===== src/rtl/hazard_controller.sv =====
`default_nettype none
// ============================================================================
// hazard_controller : stall/flush/nop sequencer for the five-stage pipeline.
// Optional statistics counters are built when HAZARD_STATS_EN is defined.
// Revision: 1.0
// ============================================================================
module hazard_controller #(
  parameter int REG_ADDR_WIDTH    = 5,
  parameter int INIT_FLUSH_CYCLES = 4,
  parameter int MAX_WAIT          = 15
) (
  input  logic                      clk,
  input  logic                      reset,
  input  logic [REG_ADDR_WIDTH-1:0] id_rs,
  input  logic [REG_ADDR_WIDTH-1:0] id_rt,
  input  logic                      id_uses_rt,
  input  logic                      ex_mem_read,
  input  logic [REG_ADDR_WIDTH-1:0] ex_reg_dst,
  input  logic                      ex_mispredict,
  input  logic                      mem_req,
  input  logic                      dmem_ready,
  input  logic                      imem_ready,
  output logic                      pc_stall,
  output logic                      if_id_stall,
  output logic                      id_ex_stall,
  output logic                      ex_mem_stall,
  output logic                      if_id_flush,
  output logic                      id_ex_flush,
  output logic                      ex_mem_flush,
  output logic                      mem_wb_flush,
  output logic                      pipe_nop,
  output logic                      mem_timeout
`ifdef HAZARD_STATS_EN
  ,
  output logic [31:0]               stall_count,
  output logic [31:0]               flush_count
`endif
);

  localparam int WAIT_W = $clog2(MAX_WAIT + 1);
  localparam int INIT_W = $clog2(INIT_FLUSH_CYCLES + 1);
  localparam logic [WAIT_W-1:0] WAIT_MAX  = WAIT_W'(MAX_WAIT);
  localparam logic [INIT_W-1:0] INIT_LAST = INIT_W'(INIT_FLUSH_CYCLES - 1);

  typedef enum logic [1:0] {
    S_INIT     = 2'd0,
    S_RUN      = 2'd1,
    S_MEM_WAIT = 2'd2,
    S_HALT     = 2'd3
  } state_t;

  state_t              state_q, state_d;
  logic [INIT_W-1:0]   init_cnt_q, init_cnt_d;
  logic [WAIT_W-1:0]   wait_cnt_q, wait_cnt_d;
  logic                mem_timeout_q, mem_timeout_d;
  logic                w_run_decode;
  logic                w_load_use;

  // Register 0 is hardwired, so a load targeting it can never create a hazard.
  assign w_load_use = ex_mem_read && (ex_reg_dst != '0) &&
                      ((ex_reg_dst == id_rs) || (id_uses_rt && (ex_reg_dst == id_rt)));

  assign mem_timeout = mem_timeout_q;

  always_comb begin
    state_d       = state_q;
    init_cnt_d    = init_cnt_q;
    wait_cnt_d    = wait_cnt_q;
    mem_timeout_d = mem_timeout_q;
    w_run_decode  = 1'b0;
    pc_stall      = 1'b0;
    if_id_stall   = 1'b0;
    id_ex_stall   = 1'b0;
    ex_mem_stall  = 1'b0;
    if_id_flush   = 1'b0;
    id_ex_flush   = 1'b0;
    ex_mem_flush  = 1'b0;
    mem_wb_flush  = 1'b0;
    pipe_nop      = 1'b0;

    case (state_q)
      S_INIT: begin
        pc_stall     = 1'b1;
        if_id_flush  = 1'b1;
        id_ex_flush  = 1'b1;
        ex_mem_flush = 1'b1;
        mem_wb_flush = 1'b1;
        if (init_cnt_q == INIT_LAST) begin
          state_d    = S_RUN;
          init_cnt_d = '0;
        end else begin
          init_cnt_d = init_cnt_q + 1'b1;
        end
      end
      S_RUN: begin
        if (mem_req && !dmem_ready) begin
          pc_stall     = 1'b1;
          if_id_stall  = 1'b1;
          id_ex_stall  = 1'b1;
          ex_mem_stall = 1'b1;
          mem_wb_flush = 1'b1;
          state_d      = S_MEM_WAIT;
          wait_cnt_d   = WAIT_W'(1);
        end else begin
          w_run_decode = 1'b1;
        end
      end
      S_MEM_WAIT: begin
        if (dmem_ready) begin
          w_run_decode = 1'b1;
          state_d      = S_RUN;
          wait_cnt_d   = '0;
        end else begin
          pc_stall     = 1'b1;
          if_id_stall  = 1'b1;
          id_ex_stall  = 1'b1;
          ex_mem_stall = 1'b1;
          mem_wb_flush = 1'b1;
          if (wait_cnt_q == WAIT_MAX) begin
            state_d       = S_HALT;
            mem_timeout_d = 1'b1;
          end else begin
            wait_cnt_d = wait_cnt_q + 1'b1;
          end
        end
      end
      default: begin
        pc_stall     = 1'b1;
        if_id_stall  = 1'b1;
        id_ex_stall  = 1'b1;
        ex_mem_stall = 1'b1;
        mem_wb_flush = 1'b1;
        pipe_nop     = 1'b1;
      end
    endcase

    // Shared by RUN and the MEM_WAIT release cycle; the memory condition is already excluded.
    if (w_run_decode) begin
      if (ex_mispredict) begin
        if_id_flush = 1'b1;
        id_ex_flush = 1'b1;
      end else if (w_load_use) begin
        pc_stall    = 1'b1;
        if_id_stall = 1'b1;
        id_ex_flush = 1'b1;
      end else if (!imem_ready) begin
        pc_stall    = 1'b1;
        if_id_flush = 1'b1;
      end
    end
  end

  always_ff @(posedge clk or posedge reset) begin
    if (reset) begin
      state_q       <= S_INIT;
      init_cnt_q    <= '0;
      wait_cnt_q    <= '0;
      mem_timeout_q <= 1'b0;
    end else begin
      state_q       <= state_d;
      init_cnt_q    <= init_cnt_d;
      wait_cnt_q    <= wait_cnt_d;
      mem_timeout_q <= mem_timeout_d;
    end
  end

`ifdef HAZARD_STATS_EN
  logic [31:0] stall_count_q;
  logic [31:0] flush_count_q;
  logic        w_stall_evt;
  logic        w_flush_evt;

  assign w_stall_evt = pc_stall && ((state_q == S_RUN) || (state_q == S_MEM_WAIT));
  assign w_flush_evt = w_run_decode && ex_mispredict;
  assign stall_count = stall_count_q;
  assign flush_count = flush_count_q;

  always_ff @(posedge clk or posedge reset) begin
    if (reset) begin
      stall_count_q <= '0;
      flush_count_q <= '0;
    end else begin
      if (w_stall_evt && (stall_count_q != 32'hFFFF_FFFF)) stall_count_q <= stall_count_q + 32'd1;
      if (w_flush_evt && (flush_count_q != 32'hFFFF_FFFF)) flush_count_q <= flush_count_q + 32'd1;
    end
  end
`endif

endmodule
`default_nettype wire


===== config.mk =====
export PLATFORM = sky130hd
export DESIGN_NAME = hazard_controller
export DESIGN_NICKNAME = d
export VERILOG_FILES = /design/src/rtl/hazard_controller.sv
export SDC_FILE = /design/constraint.sdc
export NUM_CORES = 1
export LEC_CHECK = 0
export CAP_MARGIN = 40
export CORE_MARGIN = 3
export CORE_UTILIZATION = 42
export CTS_CLUSTER_DIAMETER = 150
export DETAILED_ROUTE_END_ITERATION = 6
export GPL_TIMING_DRIVEN = 0
export HOLD_SLACK_MARGIN = 0.12
export PLACE_DENSITY = 0.88
export SLEW_MARGIN = 40
export SYNTH_ARGS = -nofsm -noshare
export SYNTH_HDL_FRONTEND = slang
export SYNTH_SLANG_ARGS = --single-unit

===== constraint.sdc =====
create_clock -name clk -period 2.3 [get_ports clk]
set_input_delay 0.575 -clock clk [delete_from_list [all_inputs] [get_ports clk]]
set_output_delay 0.575 -clock clk [all_outputs]
set_load 0.01 [all_outputs]

==> qor.txt <==
actual slew at the worst max-slew pin = 0.393 ns
Sw Share = 24.7%
TritonCTS clock tree = built
Die ar. = 0.00249 mm²
most common cell after layout, fill and taps aside = buf_4
WL met3 = 129 µm
Routed Antenna Nets = 0
Fin Clk Skew = 0.0147 ns
Setup WS pre-CTS = -0.903 ns
vias = 914
mux cell area share after synthesis = 3.70%
Tmin final = 2.45 ns
Synth Register Bits = 10
final core utilization = 74.2%
Area growth syn-to-layout = 63.3%
drt first pass iters = 7
number of DRC markers in iteration 0 = 45
CP Launch Type = register
Worst setup endpoint = if_id_stall
crit path kind = reg2out
Placer Congestion = 0.799
final setup vio count = 6
synth unique cells = 33
row count = 15
share of cells above drive strength 1 = 32.8%
global-route wire length before repair = 4230 µm
Fin. Hold Viols = 0
Flop pwr share = 42.2%
highest fanout seen on the critical path = 5
reg2reg start = state_q[0]
core area = 0.00178 mm²
Switch Pwr = 0.103 mW
vias in the first global route = 891
Hold Crit Class = reg2reg
synthesized area per cell = 9.11 µm²
Internal = 0.314 mW
Worst Slack Setup Final = -0.153 ns
fin crit share = 107%
DRT Wirelength = 2810 µm
Maximum Capacitance Violations = 0
Post-DP HPWL = 1750 µm
DIE HEIGHT = 49.9 µm
Port-buffer cells = 32
reg-to-reg endpoint = state_q[1]
gr ovfl total = 0
largest family of logic cells by synthesized area = compound AO/OA/AOI/OAI gates
endpoint type of the worst setup path = output pin
peak supply drop = 0.274 mV
CP startpoint = state_q[1]
CP Cell Sequence = inv_2 -> ha_4 -> and2b_2 -> o21ai_2 -> or3_4 -> o21bai_1 -> buf_2
Ys Warns = 0
unrepaired setup endpoints after global routing = true
CTS Buf Count = 3
drt wl/cell = 17.4 µm
Max H-tree Level = 1
initial antenna violation count = 0
Comb pwr share = 18.5%
clock buffer depth = 2
diodes inserted = 0
Max-slew headroom = 73.5%
commonest cells after routing, fill and taps aside = 13 x buf_4, 12 x dlygate4sd2_1, 10 x dfrtp_1
CP max-delay cell = dfrtp_1
Synth Area in Adders = 10.8%
syn_nets = 119
Overall Global Routing Usage = 22.2%
root buffer cell = clkbuf_4
detailed-route DRC error count = 0
pwr dens = 315 mW/mm²
clock power share = 39.3%
outcome = finished, violations left
worst skew pair latency = 0.28 ns
Nets = 168
max layer used = met4
Worst Reg-to-Reg Cells = 6
CP peak stage delay = 0.41 ns
Leakage = 0.605 nW
Ports = 33
chip width = 49.9 µm
setup TNS = -0.621 ns
Compound-Gate Fraction of Synth Area = 25.9%
Max Clk Rate = 0.408 GHz
max-slew violations = 0
via density per instance = 5.64
Data required, critical path = 1.73 ns
xor/xnor share of the synthesized area = 10.8%
failing checks = setup timing
Hold Buf Count CTS = 0
clk slew on worst S/H paths = 0.08 ns
critical path data arrival time = 1.88 ns
WL met2 = 1500 µm
Seq/Total Area, Yosys = 30.9%
cells after synthesis = 89
initial core utilization = 45.5%
Synth Cell Area = 811 µm²
Post-Route M1 WL = 1110 µm
simple-gate share of the synthesized area = 13.3%
reg2reg setup slack = 0.57 ns
pin count of the biggest net entering global routing = 11
TritonCTS sink count = 10
-- cell type report --
cell class / count / area [µm²]
flip-flops and latches: 10 / 250
repair buffers: 44 / 354
well taps: 25 / 31.3
inverters: 8 / 30.0
clock buffers: 4 / 36.3
multi-input cells: 70 / 614
fillers: 124 / 459
plain buffers: 1 / 7.51
-- layer usage --
metal	vias to the layer above	track usage [%]
met3	10	6.04
met5	-	0
met4	0	7.37
met2	41	39.6
li1	418	-
met1	445	25.1
-- state kept, by name, indices dropped and copies added, names as in the netlist --
signal and cells:
mem_timeout 1, state_q 2, wait_cnt_q 4, init_cnt_q 3
-- synthesized netlist by cell type, drive strengths merged --
master / n / share of area (%)
o21bai: 2 / 1.9
o21a: 2 / 1.9
and3: 1 / 0.77
a22o: 1 / 1.1
or3: 3 / 2.3
a21oi: 6 / 3.7
o22ai: 1 / 0.77
o221a: 1 / 1.4
a31oi: 1 / 0.77
mux2i: 3 / 3.7
ha: 7 / 11
a41o: 1 / 1.2
nor2b: 1 / 0.77
xor2: 9 / 9.7
dfrtp: 10 / 31
nor3: 1 / 0.62
nor2: 1 / 0.46
xnor2: 1 / 1.1
inv: 8 / 3.7
nand2: 3 / 1.4
and2b: 1 / 1.1
buf: 1 / 0.93
or4: 1 / 0.93
a41oi: 1 / 1.1
nand2b: 3 / 2.3
o31ai: 2 / 1.9
a32oi: 1 / 1.1
nor4: 1 / 0.77
nand3: 3 / 1.9
o21ai: 9 / 6.0
a21boi: 3 / 3.2
-- critical path, delay by kind of cell, from the launching register on --
kind	cells	cell delay, ns
AO/OA/AOI/OAI	2	0.24
adder cells (fa/ha/maj)	1	0.18
buffers and inverters	2	0.29
flip-flops	1	0.41
AND/OR/NAND/NOR	2	0.50
-- per-stage QoR --
| stage | hold slack (ns) | cells | power, mW | instance area (µm²) |
|---|---|---|---|---|
| 3_3_place_gp | 0.450 | 146 | 0.248 | 1160 |
| 2_1_floorplan | 0.415 | 89 | 0.201 | 811 |
| 5_1_grt | 0.509 | 162 | 0.431 | 1320 |
| 3_5_place_dp | 0.461 | 146 | 0.250 | 1160 |
| 4_1_cts | 0.482 | 159 | 0.408 | 1280 |
| 6_report | 0.492 | 162 | 0.417 | 1320 |
-- worst min-delay path by stage --
stage                  startpoint       endpoint  slack [ns]  cells after the start
finish              init_cnt_q[0]  init_cnt_q[0]        0.49                      1
global route          mem_timeout    mem_timeout        0.51                      1
CTS                   mem_timeout    mem_timeout        0.48                      1
detailed placement    mem_timeout    mem_timeout        0.46                      1
global placement      mem_timeout    mem_timeout        0.45                      1
floorplan                   reset  init_cnt_q[0]        0.42                      1
-- cells by family after synthesis --
family,Yosys count
mux,3
fa+ha+maj,7
xor+xnor,10
compound gates,31
simple gates,19
buf+inv,9
flops,10
-- repair_timing --
item                                    CTS  global route
endpoints found under the setup margin    7             6
pin swaps                                18             7
resized for setup                        80             7
buffers inserted                          9             3
-- power by group through the flow --
stage | registers (mW) | logic (mW) | clock network (mW)
floorplan | 0.179 | 0.0217 | 0
global placement | 0.179 | 0.0686 | 0
detailed placement | 0.179 | 0.0712 | 0
CTS | 0.176 | 0.0714 | 0.161
global route | 0.176 | 0.0837 | 0.171
finish | 0.176 | 0.0772 | 0.164
No activity file was read; power rests on OpenSTA's default activity.
==> edit (config.mk and constraints unchanged) <==
Put one more register stage on the output `mem_timeout`, without a reset. The value now appears one clock later. The other outputs are not delayed to match.
--- a/src/rtl/hazard_controller.sv
+++ b/src/rtl/hazard_controller.sv
@@ -62,3 +62,5 @@
 
-  assign mem_timeout = mem_timeout_q;
+  always_ff @(posedge clk) begin
+    mem_timeout <= mem_timeout_q;
+  end
 
Formal check against the unedited RTL: same outputs for any inputs over 10 cycles, from zero or initial values and one cycle with reset high; that may be too few to reach the edited logic, so the function may still have changed.
==> edit against the original RTL <==
The run still ends with negative setup slack left; setup slack worse by 0.012 ns; core utilization is 0.77 points lower; count of clock-buffer cells in the layout is 1 lower; design area is 1.0% higher; sequential cell count is 1 higher; synthesized area is 4.2% higher; routed wire length is 8.7% lower; clock skew is 0.0072 ns lower; largest cell class unchanged.
Power is left out: it rests on default switching activity, and per cell area and clock period it moved more than threefold.
==> edit: results (changes against the original RTL) <==
CP peak stage delay=0.47 ns (+0.06 ns); DR WL/cell=15.6 um (-10%); Total GRT Usage=20.0% (-2.2 points); nets=171 (+1.8%); commonest cells in the netlist=dfrtp_1, xor2_1, o21ai_0; first-pass GRT wire length=3.87 mm (-8.5%); Worst Skew=0.00754 ns (-0.00719 ns); slowest stage cell, crit path=dfrtp_2; initial antenna violation count=0 (unchanged); asr flop ratio synth=90.9% (-9.1 points); violations in the final reports=negative setup slack; drt pass-1 iters=4 (-3); GPL Wtd Cong=0.734 (-8.2%); Final Setup Violations=6 (unchanged); first-iteration detailed-routing DRC count=24 (-47%); count of cell types in the netlist=36 (+9.1%); Slew HR=74.6% (+1.1 points); top post-synthesis cells by area=dfrtp_1, ha_1, xor2_1; sequential area share after synthesis=32.0% (+1.1 points); DP Worst Slack=-0.890 ns (+0.0128 ns); final setup margin=-0.165 ns (-0.0116 ns); worst hold path type=reg -> reg; crit-path max FO=4 (-1); largest net degree at the start of global routing=11 (unchanged); Layout fillers=136 (+9.7%); detailed placement HPWL=1.76 mm (+0.66%); run status=finished with violations; Post-Syn Nets=124 (+4.2%); Top Registers=wait_cnt_q (4), init_cnt_q (3), state_q (2); vias in the first global route=954 (+7.1%); layout cell share with drive strength beyond 1=31.4% (-1.4 points); Vias/cell=5.54 (-1.8%)
[edit: logic make-up after synthesis]
family / share of synthesized area (%)
simple gates: 16.7
mux: 2.37
xor+xnor: 10.4
fa+ha+maj: 10.4
compound gates: 23.7
buf+inv: 4.44
flops: 32.0
[edit: what timing repair did]
action | 4_1_cts | 5_1_grt
pin swaps | 17 | 2
gates cloned | 0 | 0
resized for setup | 75 | 3
setup endpoints to repair | 7 | 6
buffers inserted | 8 | 2
[edit: worst max-delay path, delay by kind of cell, from the launching register on]
family | cells | cell delay [ns]
compound gates | 3 | 0.55
flops | 1 | 0.47
buf+inv | 3 | 0.44
fa+ha+maj | 1 | 0.16
[edit: metal layers]
layer	global-route usage (%)	vias to the layer above	routed length (um)
li1	-	429	-
met1	20.7	420	940
met2	38.3	53	1330
met3	3.50	12	206
met4	9.42	0	88
met5	0	-	0
[edit: final cells by class]
| class | instances | share of cell area (%) |
|---|---|---|
| Buffer | 2 | 0.935 |
| Clock buffer | 3 | 1.68 |
| Clock inverter | 1 | 0.374 |
| Inverter | 7 | 2.15 |
| Multi-Input combinational cell | 74 | 46.5 |
| Sequential cell | 11 | 20.3 |
| Tap cell | 25 | 2.34 |
| Timing Repair Buffer | 42 | 25.7 |
[edit: worst paths after layout]
path,from,end,slack [ns],cells past startpoint
worst min register to register,mem_timeout_q,mem_timeout,0.38,0
min in group asynchronous,reset,mem_timeout_q,0.57,2
worst min-delay path,mem_timeout_q,mem_timeout,0.38,0
worst max register to register,state_q[0],state_q[0],0.50,6
worst max-delay path,state_q[0],if_id_stall,-0.16,7
max in group asynchronous,reset,state_q[0],1.44,2
[edit: per-stage QoR]
stage                     area [um^2]  setup TNS, ns  std cells
after floorplan                   845              0         94
after global placement           1200          -4.24        151
after detailed placement         1200          -4.47        151
after CTS                        1310         -0.552        163
after global routing             1340          -1.13        165
final                            1340         -0.776        165
